===== src/rtl/clk_rst_sequencer.sv =====
// Clock/reset power-up sequencer: PLL reset, lock qualification, clock gating and ordered domain reset release.
// Optional macro LOCK_LOSS_RECOVER_EN: lock loss in RUN restarts the sequence instead of entering FAULT.
module clk_rst_sequencer #(
  parameter int CNT_W        = 16,
  parameter int PLL_RST_CYC  = 10,
  parameter int LOCK_TIMEOUT = 1000,
  parameter int SETTLE_CYC   = 50,
  parameter int STAGE_GAP    = 4,
  parameter int MAX_RETRY    = 3
) (
  input  logic       clk,
  input  logic       reset,
  input  logic       start,
  input  logic       pll_locked,
  output logic       pll_areset,
  output logic       clk_en,
  output logic       rst_adc,
  output logic       rst_filt,
  output logic       rst_out,
  output logic       ready,
  output logic       fault,
  output logic [1:0] retry_cnt,
  output logic [2:0] state_o
);

  typedef enum logic [2:0] {
    IDLE      = 3'd0,
    PLL_RST   = 3'd1,
    WAIT_LOCK = 3'd2,
    SETTLE    = 3'd3,
    REL_ADC   = 3'd4,
    REL_FILT  = 3'd5,
    RUN       = 3'd6,
    FAULT     = 3'd7
  } state_t;

  localparam logic [CNT_W-1:0] PLL_RST_LAST = CNT_W'(PLL_RST_CYC - 1);
  localparam logic [CNT_W-1:0] LOCK_LAST    = CNT_W'(LOCK_TIMEOUT - 1);
  localparam logic [CNT_W-1:0] SETTLE_LAST  = CNT_W'(SETTLE_CYC - 1);
  localparam logic [CNT_W-1:0] GAP_LAST     = CNT_W'(STAGE_GAP - 1);

  state_t           state_q, state_d;
  logic [CNT_W-1:0] cnt_q, cnt_d;
  logic [1:0]       retry_q, retry_d;
  logic             locked_meta_q, locked_s_q;
  logic             start_prev_q;

  logic             pll_areset_q, pll_areset_d;
  logic             clk_en_q, clk_en_d;
  logic             rst_adc_q, rst_adc_d;
  logic             rst_filt_q, rst_filt_d;
  logic             rst_out_q, rst_out_d;
  logic             ready_q, ready_d;
  logic             fault_q, fault_d;

  logic             attempt_fail;
  logic [1:0]       retry_inc;
  logic             retry_exhausted;

  assign retry_inc       = (retry_q == 2'd3) ? 2'd3 : retry_q + 2'd1;
  assign retry_exhausted = ({30'd0, retry_inc} >= MAX_RETRY);

  always_comb begin
    state_d      = state_q;
    retry_d      = retry_q;
    attempt_fail = 1'b0;

    case (state_q)
      IDLE: begin
        if (start) state_d = PLL_RST;
      end
      PLL_RST: begin
        if (cnt_q == PLL_RST_LAST) state_d = WAIT_LOCK;
      end
      WAIT_LOCK: begin
        // lock wins over a timeout landing on the same cycle
        if (locked_s_q) state_d = SETTLE;
        else if (cnt_q == LOCK_LAST) attempt_fail = 1'b1;
      end
      SETTLE: begin
        if (!locked_s_q) attempt_fail = 1'b1;
        else if (cnt_q == SETTLE_LAST) state_d = REL_ADC;
      end
      REL_ADC: begin
        if (!locked_s_q) attempt_fail = 1'b1;
        else if (cnt_q == GAP_LAST) state_d = REL_FILT;
      end
      REL_FILT: begin
        if (!locked_s_q) attempt_fail = 1'b1;
        else if (cnt_q == GAP_LAST) state_d = RUN;
      end
      RUN: begin
`ifdef LOCK_LOSS_RECOVER_EN
        if (!locked_s_q) state_d = PLL_RST;
`else
        if (!locked_s_q) state_d = FAULT;
`endif
      end
      FAULT: begin
        if (start && !start_prev_q) begin
          state_d = PLL_RST;
          retry_d = 2'd0;
        end
      end
      default: state_d = IDLE;
    endcase

    if (attempt_fail) begin
      retry_d = retry_inc;
      state_d = retry_exhausted ? FAULT : PLL_RST;
    end

    // Orderly shutdown overrides everything outside IDLE and FAULT
    if (!start && (state_q != IDLE) && (state_q != FAULT)) state_d = IDLE;

    if ((state_d == IDLE) || (state_d == RUN)) retry_d = 2'd0;
  end

  always_comb begin
    cnt_d = (state_d != state_q) ? '0 : cnt_q + 1'b1;
  end

  // Outputs are decoded from the next state so they register on the entry edge
  always_comb begin
    pll_areset_d = 1'b1;
    clk_en_d     = 1'b0;
    rst_adc_d    = 1'b1;
    rst_filt_d   = 1'b1;
    rst_out_d    = 1'b1;
    ready_d      = 1'b0;
    fault_d      = 1'b0;

    case (state_d)
      WAIT_LOCK, SETTLE: begin
        pll_areset_d = 1'b0;
      end
      REL_ADC: begin
        pll_areset_d = 1'b0;
        clk_en_d     = 1'b1;
        rst_adc_d    = 1'b0;
      end
      REL_FILT: begin
        pll_areset_d = 1'b0;
        clk_en_d     = 1'b1;
        rst_adc_d    = 1'b0;
        rst_filt_d   = 1'b0;
      end
      RUN: begin
        pll_areset_d = 1'b0;
        clk_en_d     = 1'b1;
        rst_adc_d    = 1'b0;
        rst_filt_d   = 1'b0;
        rst_out_d    = 1'b0;
        ready_d      = 1'b1;
      end
      FAULT: begin
        fault_d = 1'b1;
      end
      default: begin
        pll_areset_d = 1'b1;
      end
    endcase
  end

  always_ff @(posedge clk) begin
    if (reset) begin
      state_q       <= IDLE;
      cnt_q         <= '0;
      retry_q       <= 2'd0;
      locked_meta_q <= 1'b0;
      locked_s_q    <= 1'b0;
      start_prev_q  <= 1'b0;
      pll_areset_q  <= 1'b1;
      clk_en_q      <= 1'b0;
      rst_adc_q     <= 1'b1;
      rst_filt_q    <= 1'b1;
      rst_out_q     <= 1'b1;
      ready_q       <= 1'b0;
      fault_q       <= 1'b0;
    end else begin
      state_q       <= state_d;
      cnt_q         <= cnt_d;
      retry_q       <= retry_d;
      locked_meta_q <= pll_locked;
      locked_s_q    <= locked_meta_q;
      start_prev_q  <= start;
      pll_areset_q  <= pll_areset_d;
      clk_en_q      <= clk_en_d;
      rst_adc_q     <= rst_adc_d;
      rst_filt_q    <= rst_filt_d;
      rst_out_q     <= rst_out_d;
      ready_q       <= ready_d;
      fault_q       <= fault_d;
    end
  end

  assign pll_areset = pll_areset_q;
  assign clk_en     = clk_en_q;
  assign rst_adc    = rst_adc_q;
  assign rst_filt   = rst_filt_q;
  assign rst_out    = rst_out_q;
  assign ready      = ready_q;
  assign fault      = fault_q;
  assign retry_cnt  = retry_q;
  assign state_o    = state_q;

endmodule


===== config.mk =====
export PLATFORM = sky130hd
export DESIGN_NAME = clk_rst_sequencer
export DESIGN_NICKNAME = d
export VERILOG_FILES = /design/src/rtl/clk_rst_sequencer.sv
export SDC_FILE = /design/constraint.sdc
export NUM_CORES = 1
export LEC_CHECK = 0
export CAP_MARGIN = 20
export CORE_MARGIN = 4
export CORE_UTILIZATION = 45
export DETAILED_ROUTE_END_ITERATION = 8
export PLACE_DENSITY = 0.65
export SYNTH_ARGS = -nofsm -noshare
export SYNTH_HDL_FRONTEND = slang
export SYNTH_SLANG_ARGS = --single-unit

===== constraint.sdc =====
create_clock -name clk -period 2.2 [get_ports clk]
set_input_delay 0.44 -clock clk [delete_from_list [all_inputs] [get_ports clk]]
set_output_delay 0.44 -clock clk [all_outputs]
set_load 0.01 [all_outputs]

* Word level (Yosys, flattened, before mapping) *
Cells that the tools add are included.

storage, ports and cells
  input port bits = 4
  bits in registers = 31
  output and inout port bits = 12
  word-level logic and storage cells = 84

operators by class
  add/sub/neg operators = 2
  multiplexer cells = 30
  reduce and logical (&&, ||, !) cells = 18
  $lt $le $gt $ge = 1
  equality and inequality tests = 20

operators by type and width
  operator                                                           count
  3-bit 2-to-1 mux                                                   14
  3-bit == test, second input constant                               8
  3-bit case mux with 8 select lines                                 1
  16-bit by 1-bit adder with 16-bit output, second input constant    1
  16-bit by 10-bit == test with 1-bit output, second input constant  1
  16-bit by 2-bit == test with 1-bit output, second input constant   1
  16-bit by 4-bit == test with 1-bit output, second input constant   1
  16-bit by 6-bit == test with 1-bit output, second input constant   1
  3-bit by 2-bit == test with 1-bit output, second input constant    4
  1-bit 2-to-1 mux                                                   10
  2-bit 2-to-1 mux                                                   4
  3-bit zero test                                                    2
  2-bit OR reduction                                                 3
  3-bit OR reduction                                                 2
  5-bit OR reduction                                                 1
  2-bit nonzero test                                                 2
  3-bit by 1-bit == test with 1-bit output, second input constant    1
  1-bit logical AND                                                  3
  3-bit inequality test                                              1
  3-bit inequality test, second input constant                       1
  3-bit nonzero test                                                 1
  2-bit by 1-bit adder with 2-bit output, second input constant      1
  2-bit == test, second input constant                               1
  2-bit greater-or-equal comparator, second input constant           1
  4 further kinds                                                    5

* Depth between registers and ports, before layout *
Gate-level depths: netlist of the first run.

  depth after elaboration = 9
  depth in mapped cells = 11
  mapped depth without buffers = 9

* Worst setup path before layout of the first run *
OpenSTA, ideal clock, no wires.

  path kind = reg-to-reg
  start point = reg cnt_q[0]
  end point = reg cnt_q[10]
  arrival time = 2,278 ps
  slack = -151 ps
  buffers on the path = 1
  clock period less this slack = 2,351 ps
  cell stages (with the launch flop) = 10
  setup time = 73 ps
  data required time = 2,127 ps
  cells stage by stage = dfxtp_1 ha_1 and3_1 nand4_1 nor4_2 nor3_1 a2111oi_4 o211ai_4 buf_6 nor3_2

on the way
  cells in the longest elaborated chain, start to end = 8
  elaborated cells on any way between the ends = 20
  those cells by class = 1 x add/sub; 5 x eq/ne; 13 x mux; 1 x reduce/logical

RTL lines
  what                                                                                      RTL line  text
  start: declaration                                                                        43        logic [CNT_W-1:0] cnt_q, cnt_d;
  start signal: assignment                                                                  182       cnt_q <= cnt_d;
  16-bit by 2-bit == test with 1-bit output, or another cell as far along                   86, 90
  3-bit 2-to-1 mux, or another cell as far along                                            90        else if (cnt_q == GAP_LAST) state_d = RUN;
  3-bit 2-to-1 mux, or another cell as far along                                            89        if (!locked_s_q) attempt_fail = 1'b1;
  3-bit case mux with 8 select lines or 1-bit case mux with 2 select lines (tied branches)  68        case (state_q)
  3-bit 2-to-1 mux                                                                          108       if (attempt_fail) begin
  3-bit 2-to-1 mux                                                                          114       if (!start && (state_q != IDLE) && (state_q != FAULT)) state_d = IDLE;
  3-bit inequality test                                                                     120       cnt_d = (state_d != state_q) ? '0 : cnt_q + 1'b1;
  2-bit OR reduction (no line)                                                              -

Several ways; a longest one is shown, not always the timed one.
A chain may end at the register's enable or synchronous reset.

* Worst setup path after layout of the first run *
  start point = reg cnt_q[13]
  end point = reg cnt_q[6]

on the way
  cells in the longest elaborated chain, start to end = 8
  elaborated cells on any way between the ends = 19
  those cells by class = 5 x eq/ne; 13 x mux; 1 x reduce/logical

RTL lines
  what                                                                                      RTL line
  16-bit by 2-bit == test with 1-bit output, or another cell as far along                   86, 90
  3-bit 2-to-1 mux, or another cell as far along                                            90
  3-bit 2-to-1 mux, or another cell as far along                                            89
  3-bit case mux with 8 select lines or 1-bit case mux with 2 select lines (tied branches)  68
  3-bit 2-to-1 mux *                                                                        108
  3-bit 2-to-1 mux *                                                                        114
  3-bit inequality test *                                                                   120
  2-bit OR reduction (no line) *                                                            -

Mark *: on every way between the ends. The rest lies on a longest branch, timed or not.

==> results of run 1 <==
[through the flow]
stage,std cells,area [sq um]
global route,326,2945
finish,326,2945
detailed placement,306,2482
floorplan,186,1813
CTS,320,2725
global placement,306,2482
[worst reg2reg max path: cells and delay by family, from the launching register on]
family / cells / cell delay (ns)
compound gates: 1 / 0.09
buf+inv: 3 / 0.48
flops: 1 / 0.34
simple gates: 6 / 1.46
[final cells by class]
class / instances / area, sq um
Inverter: 7 / 26.28
Clock inverter: 2 / 35.03
Multi-Input combinational cell: 141 / 1281
Fill cell: 223 / 770.7
Clock buffer: 6 / 82.58
Sequential cell: 31 / 639.4
Timing Repair Buffer: 91 / 820.8
Tap cell: 48 / 60.06
[routing by layer]
| layer | vias up | global-route usage [%] | share of wire, % |
|---|---|---|---|
| met5 | - | 0 | 0 |
| met4 | 0 | 8.511 | 3.5 |
| met3 | 23 | 6.187 | 4.2 |
| met2 | 50 | 40.54 | 52 |
| met1 | 880 | 24.43 | 40 |
| li1 | 869 | - | - |
[placed cells by master (no fill, tap or decap), types with 5 or more instances in the layout]
| cell type | count |
|---|---|
| nand3_1 | 9 |
| nor2_1 | 13 |
| nand2_1 | 6 |
| nand4_1 | 5 |
| and2_1 | 5 |
| clkdlybuf4s50_1 | 14 |
| buf_6 | 9 |
| xor2_1 | 11 |
| dfxtp_1 | 24 |
| nor3_2 | 15 |
| buf_4 | 62 |
| inv_1 | 5 |
| nor3_1 | 5 |
| clkbuf_8 | 6 |
[worst max-delay path by stage]
stage                     end  slack (ns)  cells after the start      start
floorplan           cnt_q[10]       -0.03                     10   cnt_q[1]
global placement     cnt_q[4]       -0.56                      8      start
detailed placement  cnt_q[11]       -0.71                      8      start
CTS                 cnt_q[11]       -0.20                     12   cnt_q[0]
global route         cnt_q[6]       -0.32                     10   cnt_q[0]
finish               cnt_q[6]       -0.25                     10  cnt_q[13]
[power breakdown]
group	internal (mW)	leakage, nW	switching [mW]	total (mW)
sequential	0.583	0.255	0.0205	0.603
clock	0.366	0.0612	0.225	0.592
combinational	0.371	0.843	0.303	0.674
total	1.32	1.16	0.548	1.87
[state kept, by name, summed over array words and instances, names as in the netlist]
signal         cells
cnt_q             16
state_o            3
retry_cnt          2
clk_en             1
fault              1
locked_meta_q      1
locked_s_q         1
pll_areset         1
ready              1
rst_adc            1
rst_filt           1
rst_out            1
start_prev_q       1
[cell families after synthesis]
logic type | after synthesis
flops | 31
buf+inv | 14
compound gates | 28
xor+xnor | 15
fa+ha+maj | 3
simple gates | 95
[repair_timing]
| action | 4_1_cts | 5_1_grt |
|---|---|---|
| cloned | 0 | 1 |
| hold buffers | 0 | 0 |
| resized for setup | 16 | 32 |
| setup endpoints to repair | 27 | 28 |
| pin swaps | 7 | 10 |
| setup buffers | 6 | 5 |
==> results by group, run 1 <==
Setup path
  • WP buf/inv: 3
  • Largest fanout on the critical path: 8
  • CP max-delay cell: nor4_4
  • Worst r2r src: cnt_q[13]
  • Crit path DAT: 2.65 ns
  • Worst path max stage delay: 0.41 ns
  • Family with the most delay on the worst path: simple AND/OR/NAND/NOR gates
  • Terminus of the critical flop-to-flop path: cnt_q[6]
  • Worst setup EP type: flop
  • Reg2reg setup slack: -0.25 ns
  • CP cell instances: nor4_4 > and4_4 > a21oi_1 > or2_4 > nor4_4 > buf_4 > nor4bb_4 > buf_4 > clkbuf_16 > nor3_1
  • Setup Crit Path Kind: flop to flop
  • WP data required: 2.40 ns
  • Critical path startpoint category: flop
  • R2R cell count: 10

Timing
  • Worst Max-Slew Pin Slew: 0.4351 ns
  • Final clock skew: 0.01238 ns
  • Final worst slack: -0.2480 ns
  • Fin. Hold Viols: 0
  • Fmax achieved: 408.5 MHz
  • Final setup vio count: 27
  • Max-Slew Margin vs Limit: 70.77%
  • Min cycle time layout: 2.448 ns
  • Final max-slew violation count: 0
  • Setup TNS: -4.211 ns
  • Min Hold Slack: 0.4508 ns
  • Fin crit share: 111.3%
  • RSZ-0062 raised after global routing: true

Hold path
  • Min-Delay Endpoint: locked_s_q
  • Worst hold stages: 1
  • Hold wc startpoint: locked_meta_q
  • Worst hold path type: flop to flop

Detailed routing
  • WL per Instance: 17.34 microns
  • TritonRoute pass-1 iters: 4
  • Via count: 1822
  • Vias per Instance: 5.589
  • DRC Markers: 0
  • Drt total wl: 5654 microns
  • 1st-iter DRT viols: 65
  • Final antenna-violating net count: 0

Floorplan
  • I/O pin total: 16
  • Die Span Y: 70.53 microns
  • Die area: 4974 sq um
  • Row count: 22
  • Core Region: 3716 sq um
  • Die W: 70.53 microns
  • Starting Density: 47.34%

Power and ir drop
  • Peak VDD IR: 0.4149 mV
  • Leakage: 1.159 nW
  • PD cells: 634.4 nW/um^2
  • Final Power: 1.869 mW

Run status
  • Status: complete, but fails checks
  • Failing checks: negative setup slack

Placed design
  • DP Wirelength: 3585 microns
  • Number of port buffers: 15
  • RePlAce Congestion: 0.9139
  • Worst slack, placed: -0.7112 ns

Global route
  • Vias in the first global route: 1906
  • Initial antenna violation count: 0
  • Gr ovfl total: 0
  • Largest net degree at the start of global routing: 17
  • GRT Util Overall: 22.33%
  • Global-route wire length before repair: 8825 microns

Synthesis
  • Synth Flop Type: dfxtp_1
  • Post-synthesis mux area share: 0%
  • Share of the synthesized area in the top cell type: 35.28%
  • Syn avg cell area: 9.458 sq um
  • Dominant cell type by area after synthesis: dfxtp_1
  • Sequential area share after synthesis: 35.28%
  • Seq cells post-synth: 31
  • Count leader, synth: dfxtp_1
  • Simple-Gate Fraction of Synth Area: 34.92%
  • Async SR Flop Fraction: 0%
  • Synthesized cell area: 1759 sq um
  • Compound-Gate Fraction of Synth Area: 14.86%
  • Synth Area in Adders: 1.991%
  • Syn_nets: 192
  • Post-synthesis cell count: 186
  • Post-synthesis cell type count: 57
  • Combinational family with the most area after synthesis: simple AND/OR/NAND/NOR gates
  • EDFF count, synth: 0
  • Synth warn: 0
  • Area contributors post-synth: dfxtp_1 (35%), nor3_2 (5.7%), xor2_1 (5.5%)
  • Post-Synth XOR/XNOR Area: 7.468%
  • Synth cell count leaders: dfxtp_1 (31), nor2_1 (14), nor3_1 (11), xor2_1 (11)

Clocking
  • Clk_lat worst skew: 0.29 ns
  • H-tree depth: 2
  • CTS root buf: clkbuf_8
  • Clk slew on worst S/H paths: 0.07 ns
  • Clk sinks: 31
  • CTS buffer count: 5
  • TritonCTS clock tree: yes
  • Clk buf depth: 2

Layout
  • Finished Core Util: 79.26%
  • Area growth from synthesis to layout: 67.43%
  • NumNets Final: 283
  • Antenna cell count: 0
  • Layout cells sized above 1: 51.44%

Run
  • Max Cap Violations: 0
(Power assumes the default switching activity.)
==> run 2, diff against run 1 <==
--- a/config.mk
+++ b/config.mk
@@ -6,7 +6,7 @@
 export NUM_CORES = 1
 export LEC_CHECK = 0
 export CAP_MARGIN = 20
-export CORE_MARGIN = 4
+export CORE_ASPECT_RATIO = 1.2
 export CORE_UTILIZATION = 45
 export DETAILED_ROUTE_END_ITERATION = 8
 export PLACE_DENSITY = 0.65
==> run 2 against run 1 <==
The flow still finishes with violations (negative setup slack). Via count rose by 2.2%. Die area fell by 16%. Total power fell by 1.3%. Critical path depth fell by 1. Clock skew fell by 0.0040 ns. Largest power group unchanged.
==> results by group, run 2 (synthesized netlist as in run 1, its figures left out) <==
Setup path
  • Critical path startpoint category: flop (unchanged)
  • WP data required: 2.42 ns (was 2.40 ns)
  • CP max-delay cell: nor4_4 (unchanged)
  • CP dominant cell by count: nor3_2
  • Largest fanout on the critical path: 8 (unchanged)
  • CP cell instances: ha_4 > and3_4 > nand4_1 > nor4_4 > nor3_2 > a2111oi_4 > buf_4 > o211ai_4 > nor3_2 (was nor4_4 > and4_4 > a21oi_1 > or2_4 > nor4_4 > buf_4 > nor4bb_4 > buf_4 > clkbuf_16 > nor3_1)
  • Worst setup EP type: flop (unchanged)
  • Crit path DAT: 2.63 ns (was 2.65 ns)
  • Worst path max stage delay: 0.46 ns (was 0.41 ns)
  • Setup Crit Path Kind: flop to flop (unchanged)

Layout
  • Area growth from synthesis to layout: 69.49% (was 67.43%)
  • NumNets Final: 279 (was 283)
  • Layout cells sized above 1: 55.47% (was 51.44%)
  • Most frequent cells in the layout: buf_4 (62), dfxtp_1 (21), nor3_2 (16) (was buf_4 (62), dfxtp_1 (24), nor3_2 (15))
  • Max FFs per register: 16 (unchanged)
  • Antenna cell count: 0 (unchanged)
  • Non-filler cells, final: 326 (unchanged)
  • Commonest non-fill, non-tap cell in the layout: buf_4 (unchanged)
  • Biggest register: cnt_q (unchanged)

Global route
  • Initial antenna violation count: 0 (unchanged)
  • Vias in the first global route: 1881 (was 1906)
  • GRT Util Overall: 27.41% (was 22.33%)
  • Largest net degree at the start of global routing: 11 (was 17)
  • Gr ovfl total: 0 (unchanged)
  • Global-route wire length before repair: 8604 microns (was 8825 microns)

Floorplan
  • Die area: 4164 sq um (was 4974 sq um)
  • Row count: 24 (was 22)
  • Starting Density: 47.63% (was 47.34%)
  • Die W: 59.08 microns (was 70.53 microns)
  • I/O pin total: 16 (unchanged)
  • Core Region: 3694 sq um (was 3716 sq um)
  • Die Span Y: 70.49 microns (was 70.53 microns)

Clocking
  • TritonCTS clock tree: yes (unchanged)
  • Clk slew on worst S/H paths: 0.07 ns (about the same)
  • Clk_lat worst skew: 0.29 ns (about the same)
  • H-tree depth: 2 (unchanged)
  • Clk buf depth: 2 (unchanged)
  • CTS buffer count: 5 (unchanged)
  • Clk sinks: 31 (unchanged)
  • Post-CTS Hold Fix Bufs: 0 (unchanged)
  • CTS root buf: clkbuf_8 (unchanged)

Power and ir drop
  • PD cells: 618.7 nW/um^2 (was 634.4 nW/um^2)
  • Sequential power share: 32.7% (was 32.3%)
  • Sw Share: 31.09% (was 29.34%)
  • Switching pwr: 0.5734 mW (was 0.5483 mW)
  • Leakage: 1.154 nW (was 1.159 nW)
  • Clock power share: 30.4% (was 31.7%)
  • Int Pwr: 1.271 mW (was 1.320 mW)
  • Peak VDD IR: 0.5620 mV (was 0.4149 mV)
  • Combinational share of power: 36.9% (was 36.0%)

Detailed routing
  • TritonRoute pass-1 iters: 4 (unchanged)
  • DRC Markers: 0 (unchanged)
  • Via count: 1862 (was 1822)
  • Final antenna-violating net count: 0 (unchanged)
  • WL per Instance: 18.02 microns (was 17.34 microns)
  • 1st-iter DRT viols: 47 (was 65)
  • Drt total wl: 5875 microns (was 5654 microns)
  • Vias per Instance: 5.712 (was 5.589)

Placed design
  • RePlAce Congestion: 0.8748 (was 0.9139)
  • Dpl cells: 306 (unchanged)
  • Number of port buffers: 15 (unchanged)
  • DP Wirelength: 3390 microns (was 3585 microns)
  • Worst slack, placed: -0.6453 ns (was -0.7112 ns)

Timing
  • Final worst slack: -0.2104 ns (was -0.2480 ns)
  • Final setup vio count: 20 (was 27)
  • Fmax achieved: 414.9 MHz (was 408.5 MHz)
  • Fin. Hold Viols: 0 (unchanged)
  • Final clock skew: 0.008384 ns (was 0.01238 ns)
  • Max-Slew Margin vs Limit: 68.33% (was 70.77%)
  • Min cycle time layout: 2.410 ns (was 2.448 ns)
  • Min Hold Slack: 0.4438 ns (was 0.4508 ns)
  • Final max-slew violation count: 0 (unchanged)
  • Fin crit share: 109.6% (was 111.3%)
  • Setup TNS: -3.175 ns (was -4.211 ns)
  • RSZ-0062 raised after global routing: true (unchanged)
  • Worst Max-Slew Pin Slew: 0.4728 ns (was 0.4351 ns)

Run
  • Max Cap Violations: 0 (unchanged)

Run status
  • Failing checks: negative setup slack (unchanged)
  • Status: complete, but fails checks (unchanged)

Hold path
  • Worst hold path type: flop to flop (unchanged)
run 2: cell count changes in the layout (fill, tap and decap cells not counted), sizes merged:
cell / change
o211ai: +1
buf: -5
clkbuf: -1
clkinv: +1
run 2: power by group through the flow:
stage / combinational [mW] / sequential, mW / clock, mW
after CTS: 0.595 / 0.603 / 0.556
after detailed placement: 0.450 / 0.615 / 0
after floorplan: 0.234 / 0.621 / 0
final: 0.680 / 0.603 / 0.562
after global placement: 0.436 / 0.615 / 0
after global routing: 0.713 / 0.604 / 0.587
run 2: layout make-up:
cell class	instances	area, sq um
Multi-Input combinational cell	142	1375
Fill cell	229	711.9
Tap cell	52	65.06
Clock inverter	3	38.79
Timing Repair Buffer	86	759.5
Sequential cell	31	645.6
Inverter	7	28.78
Clock buffer	5	68.82
run 2: worst max-delay path: cells and delay by family, from the launching register on:
| kind | cells | cell delay (ns) |
|---|---|---|
| compound gates | 2 | 0.52 |
| fa+ha+maj | 1 | 0.14 |
| buf+inv | 1 | 0.21 |
| flops | 1 | 0.38 |
| simple gates | 5 | 1.08 |
run 2: repair_timing:
item                       CTS  global route
pin swaps                   28            21
setup buffers                5             8
hold endpoints to repair     0             0
cloned                       2             0
setup endpoints to repair   26            26
resized for setup           27            39
run 2: path summary, 6_finish.rpt:
path / slack [ns] / start / depth (start not counted) / to
setup / recovery: -0.21 / cnt_q[1] / 9 / cnt_q[10]
hold / removal: 0.44 / locked_meta_q / 1 / locked_s_q
setup reg to reg: -0.21 / cnt_q[1] / 9 / cnt_q[10]
hold reg to reg: 0.44 / locked_meta_q / 1 / locked_s_q
run 2: routing by layer:
layer | part of all wire [%] | routed length [microns] | GRT usage (%) | vias to the layer above
met5 | 0 | 0 | 0 | -
met4 | 3.7 | 217 | 13.76 | 0
met3 | 3.0 | 177 | 4.259 | 22
met2 | 55 | 3244 | 49.24 | 49
met1 | 38 | 2235 | 30.03 | 928
li1 | - | - | - | 863
run 2: metrics by stage:
stage               total power, mW  util [%]  instance area [sq um]
CTS                           1.754     74.90                   2766
finish                        1.845     80.72                   2982
global placement              1.050     66.19                   2445
floorplan                    0.8551         -                   1813
global route                  1.904     80.72                   2982
detailed placement            1.066     66.19                   2445
==> run 3, diff against run 2 <==
--- a/config.mk
+++ b/config.mk
@@ -10,6 +10,8 @@
 export CORE_UTILIZATION = 45
 export DETAILED_ROUTE_END_ITERATION = 8
 export PLACE_DENSITY = 0.65
+export RECOVER_POWER = 25
+export SKIP_CTS_REPAIR_TIMING = 1
 export SYNTH_ARGS = -nofsm -noshare
 export SYNTH_HDL_FRONTEND = slang
 export SYNTH_SLANG_ARGS = --single-unit
==> run 3 against run 2 <==
The run still ends with negative setup slack left. Clock skew hardly changed. Utilization down 6.2 points. Global-route usage down 4.3 points. Cell count is 2.5% lower. Flip-flop and latch count unchanged. Worst hold slack gained 0.012 ns. Die area unchanged. Via count decreased by 9.1%.
==> results by group, run 3 (synthesized netlist as in run 1, its figures left out) <==
Placed design
  • RePlAce Congestion: 0.8748 (unchanged)
  • DP Wirelength: 3390 microns (unchanged)
  • Number of port buffers: 15 (unchanged)
  • Dpl cells: 306 (unchanged)
  • Area post-placement: 2445 sq um (unchanged)

Layout
  • Max FFs per register: 16 (unchanged)
  • Most frequent cells in the layout: buf_4 (56), dfxtp_1 (26), nor2_1 (12), clkdlybuf4s50_1 (12), xor2_1 (11) (was buf_4 (62), dfxtp_1 (21), nor3_2 (16))
  • Area growth from synthesis to layout: 56.40% (was 69.49%)
  • Antenna cell count: 0 (unchanged)
  • NumNets Final: 271 (was 279)
  • Fillcell total: 259 (was 229)
  • Non-filler cells, final: 318 (was 326)
  • Biggest register: cnt_q (unchanged)
  • Final Cell Area: 2751 sq um (was 2982 sq um)
  • Commonest non-fill, non-tap cell in the layout: buf_4 (unchanged)
  • Layout cells sized above 1: 43.61% (was 55.47%)

Floorplan
  • Row count: 24 (unchanged)
  • I/O pin total: 16 (unchanged)
  • Core Region: 3694 sq um (unchanged)
  • Die Span Y: 70.49 microns (unchanged)
  • Starting Density: 47.63% (unchanged)
  • Die W: 59.08 microns (unchanged)
  • Die area: 4164 sq um (unchanged)

Global route
  • Vias in the first global route: 1695 (was 1881)
  • Initial antenna violation count: 0 (unchanged)
  • Gr ovfl total: 0 (unchanged)
  • GRT Util Overall: 23.13% (was 27.41%)
  • Largest net degree at the start of global routing: 17 (was 11)
  • Global-route wire length before repair: 7355 microns (was 8604 microns)

Power and ir drop
  • Leakage: 1.106 nW (was 1.154 nW)
  • Sw Share: 30.24% (was 31.09%)
  • Peak VDD IR: 0.5367 mV (was 0.5620 mV)
  • Combinational share of power: 32.9% (was 36.9%)
  • Clock power share: 31.9% (was 30.4%)
  • Int Pwr: 1.199 mW (was 1.271 mW)
  • Sequential power share: 35.2% (was 32.7%)
  • Switching pwr: 0.5198 mW (was 0.5734 mW)
  • PD cells: 624.7 nW/um^2 (was 618.7 nW/um^2)

Timing
  • RSZ-0062 raised after global routing: true (unchanged)
  • Final max-slew violation count: 0 (unchanged)
  • Fin crit share: 109.2% (was 109.6%)
  • Final clock skew: 0.008221 ns (was 0.008384 ns)
  • Final worst slack: -0.2028 ns (was -0.2104 ns)
  • Fmax achieved: 416.2 MHz (was 414.9 MHz)
  • Fin. Hold Viols: 0 (unchanged)
  • Worst Max-Slew Pin Slew: 0.3811 ns (was 0.4728 ns)
  • Final setup vio count: 20 (unchanged)
  • Max-Slew Margin vs Limit: 74.44% (was 68.33%)
  • Min Hold Slack: 0.4556 ns (was 0.4438 ns)
  • Min cycle time layout: 2.403 ns (was 2.410 ns)
  • Setup TNS: -2.740 ns (was -3.175 ns)

Setup path
  • Largest fanout on the critical path: 16 (was 8)
  • WP data required: 2.35 ns (was 2.42 ns)
  • Setup Crit Path Kind: flop to flop (unchanged)
  • Crit path DAT: 2.56 ns (was 2.63 ns)
  • Critical path startpoint category: flop (unchanged)
  • Worst setup EP type: flop (unchanged)
  • R2R cell count: 10 (was 9)

Run
  • Max Cap Violations: 0 (unchanged)

Clocking
  • CTS buffer count: 5 (unchanged)
  • Clk sinks: 31 (unchanged)
  • Clk slew on worst S/H paths: 0.06 ns (was 0.07 ns)
  • TritonCTS clock tree: yes (unchanged)
  • CTS root buf: clkbuf_8 (unchanged)
  • Clk buf depth: 2 (unchanged)
  • Clk_lat worst skew: 0.28 ns (was 0.29 ns)
  • H-tree depth: 2 (unchanged)

Detailed routing
  • Final antenna-violating net count: 0 (unchanged)
  • 1st-iter DRT viols: 56 (was 47)
  • DRC Markers: 0 (unchanged)
  • Via count: 1693 (was 1862)
  • Vias per Instance: 5.324 (was 5.712)
  • TritonRoute pass-1 iters: 4 (unchanged)
  • Drt total wl: 4527 microns (was 5875 microns)
  • WL per Instance: 14.24 microns (was 18.02 microns)

Hold path
  • Worst hold path type: flop to flop (unchanged)
  • Worst hold stages: 1 (unchanged)

Run status
  • Status: complete, but fails checks (unchanged)
  • Failing checks: negative setup slack (unchanged)
-- run 3: changes by cell type in the layout (fill, tap and decap cells not counted), sizes merged --
cell	before	now
dlygate4sd3	0	2
buf	70	63
dlymetal6s2s	0	1
dlygate4sd2	1	0
clkdlybuf4s50	14	12
o211ai	3	2
-- run 3: per-stage QoR --
step | worst slack [ns] | util, % | total power [mW]
detailed placement | -0.6453 | 66.19 | 1.066
floorplan | -0.02816 | - | 0.8551
finish | -0.2028 | 74.49 | 1.719
CTS | -0.3607 | 69.11 | 1.611
global placement | -0.5460 | 66.19 | 1.050
global route | -0.3212 | 74.49 | 1.797
-- run 3: power groups by stage --
stage	clock network (mW)	registers, mW	logic (mW)
after floorplan	0	0.621	0.234
after detailed placement	0	0.615	0.450
after CTS	0.556	0.603	0.452
after global routing	0.585	0.607	0.604
final	0.549	0.605	0.565
after global placement	0	0.615	0.436
-- run 3: worst max-delay path, cell delays in order, from the launching register on --
cell and delay, ns:
dfxtp_4 0.39, ha_4 0.15, and3_4 0.17, nand4_1 0.20, o31ai_4 0.32, or2_4 0.20
nor4_1 0.05, buf_4 0.15, nor4bb_4 0.31, buf_12 0.24, nor3_1 0.08
-- run 3: per-layer routing --
| layer | part of all wire [%] | routed length [microns] | global-route usage, % | vias to the layer above |
|---|---|---|---|---|
| met2 | 54 | 2445 | 40.40 | 31 |
| met5 | 0 | 0 | 0 | - |
| li1 | - | - | - | 844 |
| met3 | 2.5 | 114 | 3.704 | 12 |
| met4 | 2.9 | 133 | 11.64 | 0 |
| met1 | 40 | 1833 | 26.32 | 806 |
-- run 3: final cells by class --
type	instances	area, sq um	share of cell area (%)
Timing Repair Buffer	79	676.9	24.60
Inverter	7	28.78	1.046
Multi-Input combinational cell	141	1236	44.93
Clock buffer	5	68.82	2.501
Sequential cell	31	636.9	23.15
Clock inverter	3	38.79	1.410
Tap cell	52	65.06	2.365
-- run 3: final timing paths --
kind | from | slack, ns | end
setup / recovery | cnt_q[0] | -0.20 | cnt_q[3]
hold / removal | locked_meta_q | 0.46 | locked_s_q
setup reg to reg | cnt_q[0] | -0.20 | cnt_q[3]
hold reg to reg | locked_meta_q | 0.46 | locked_s_q
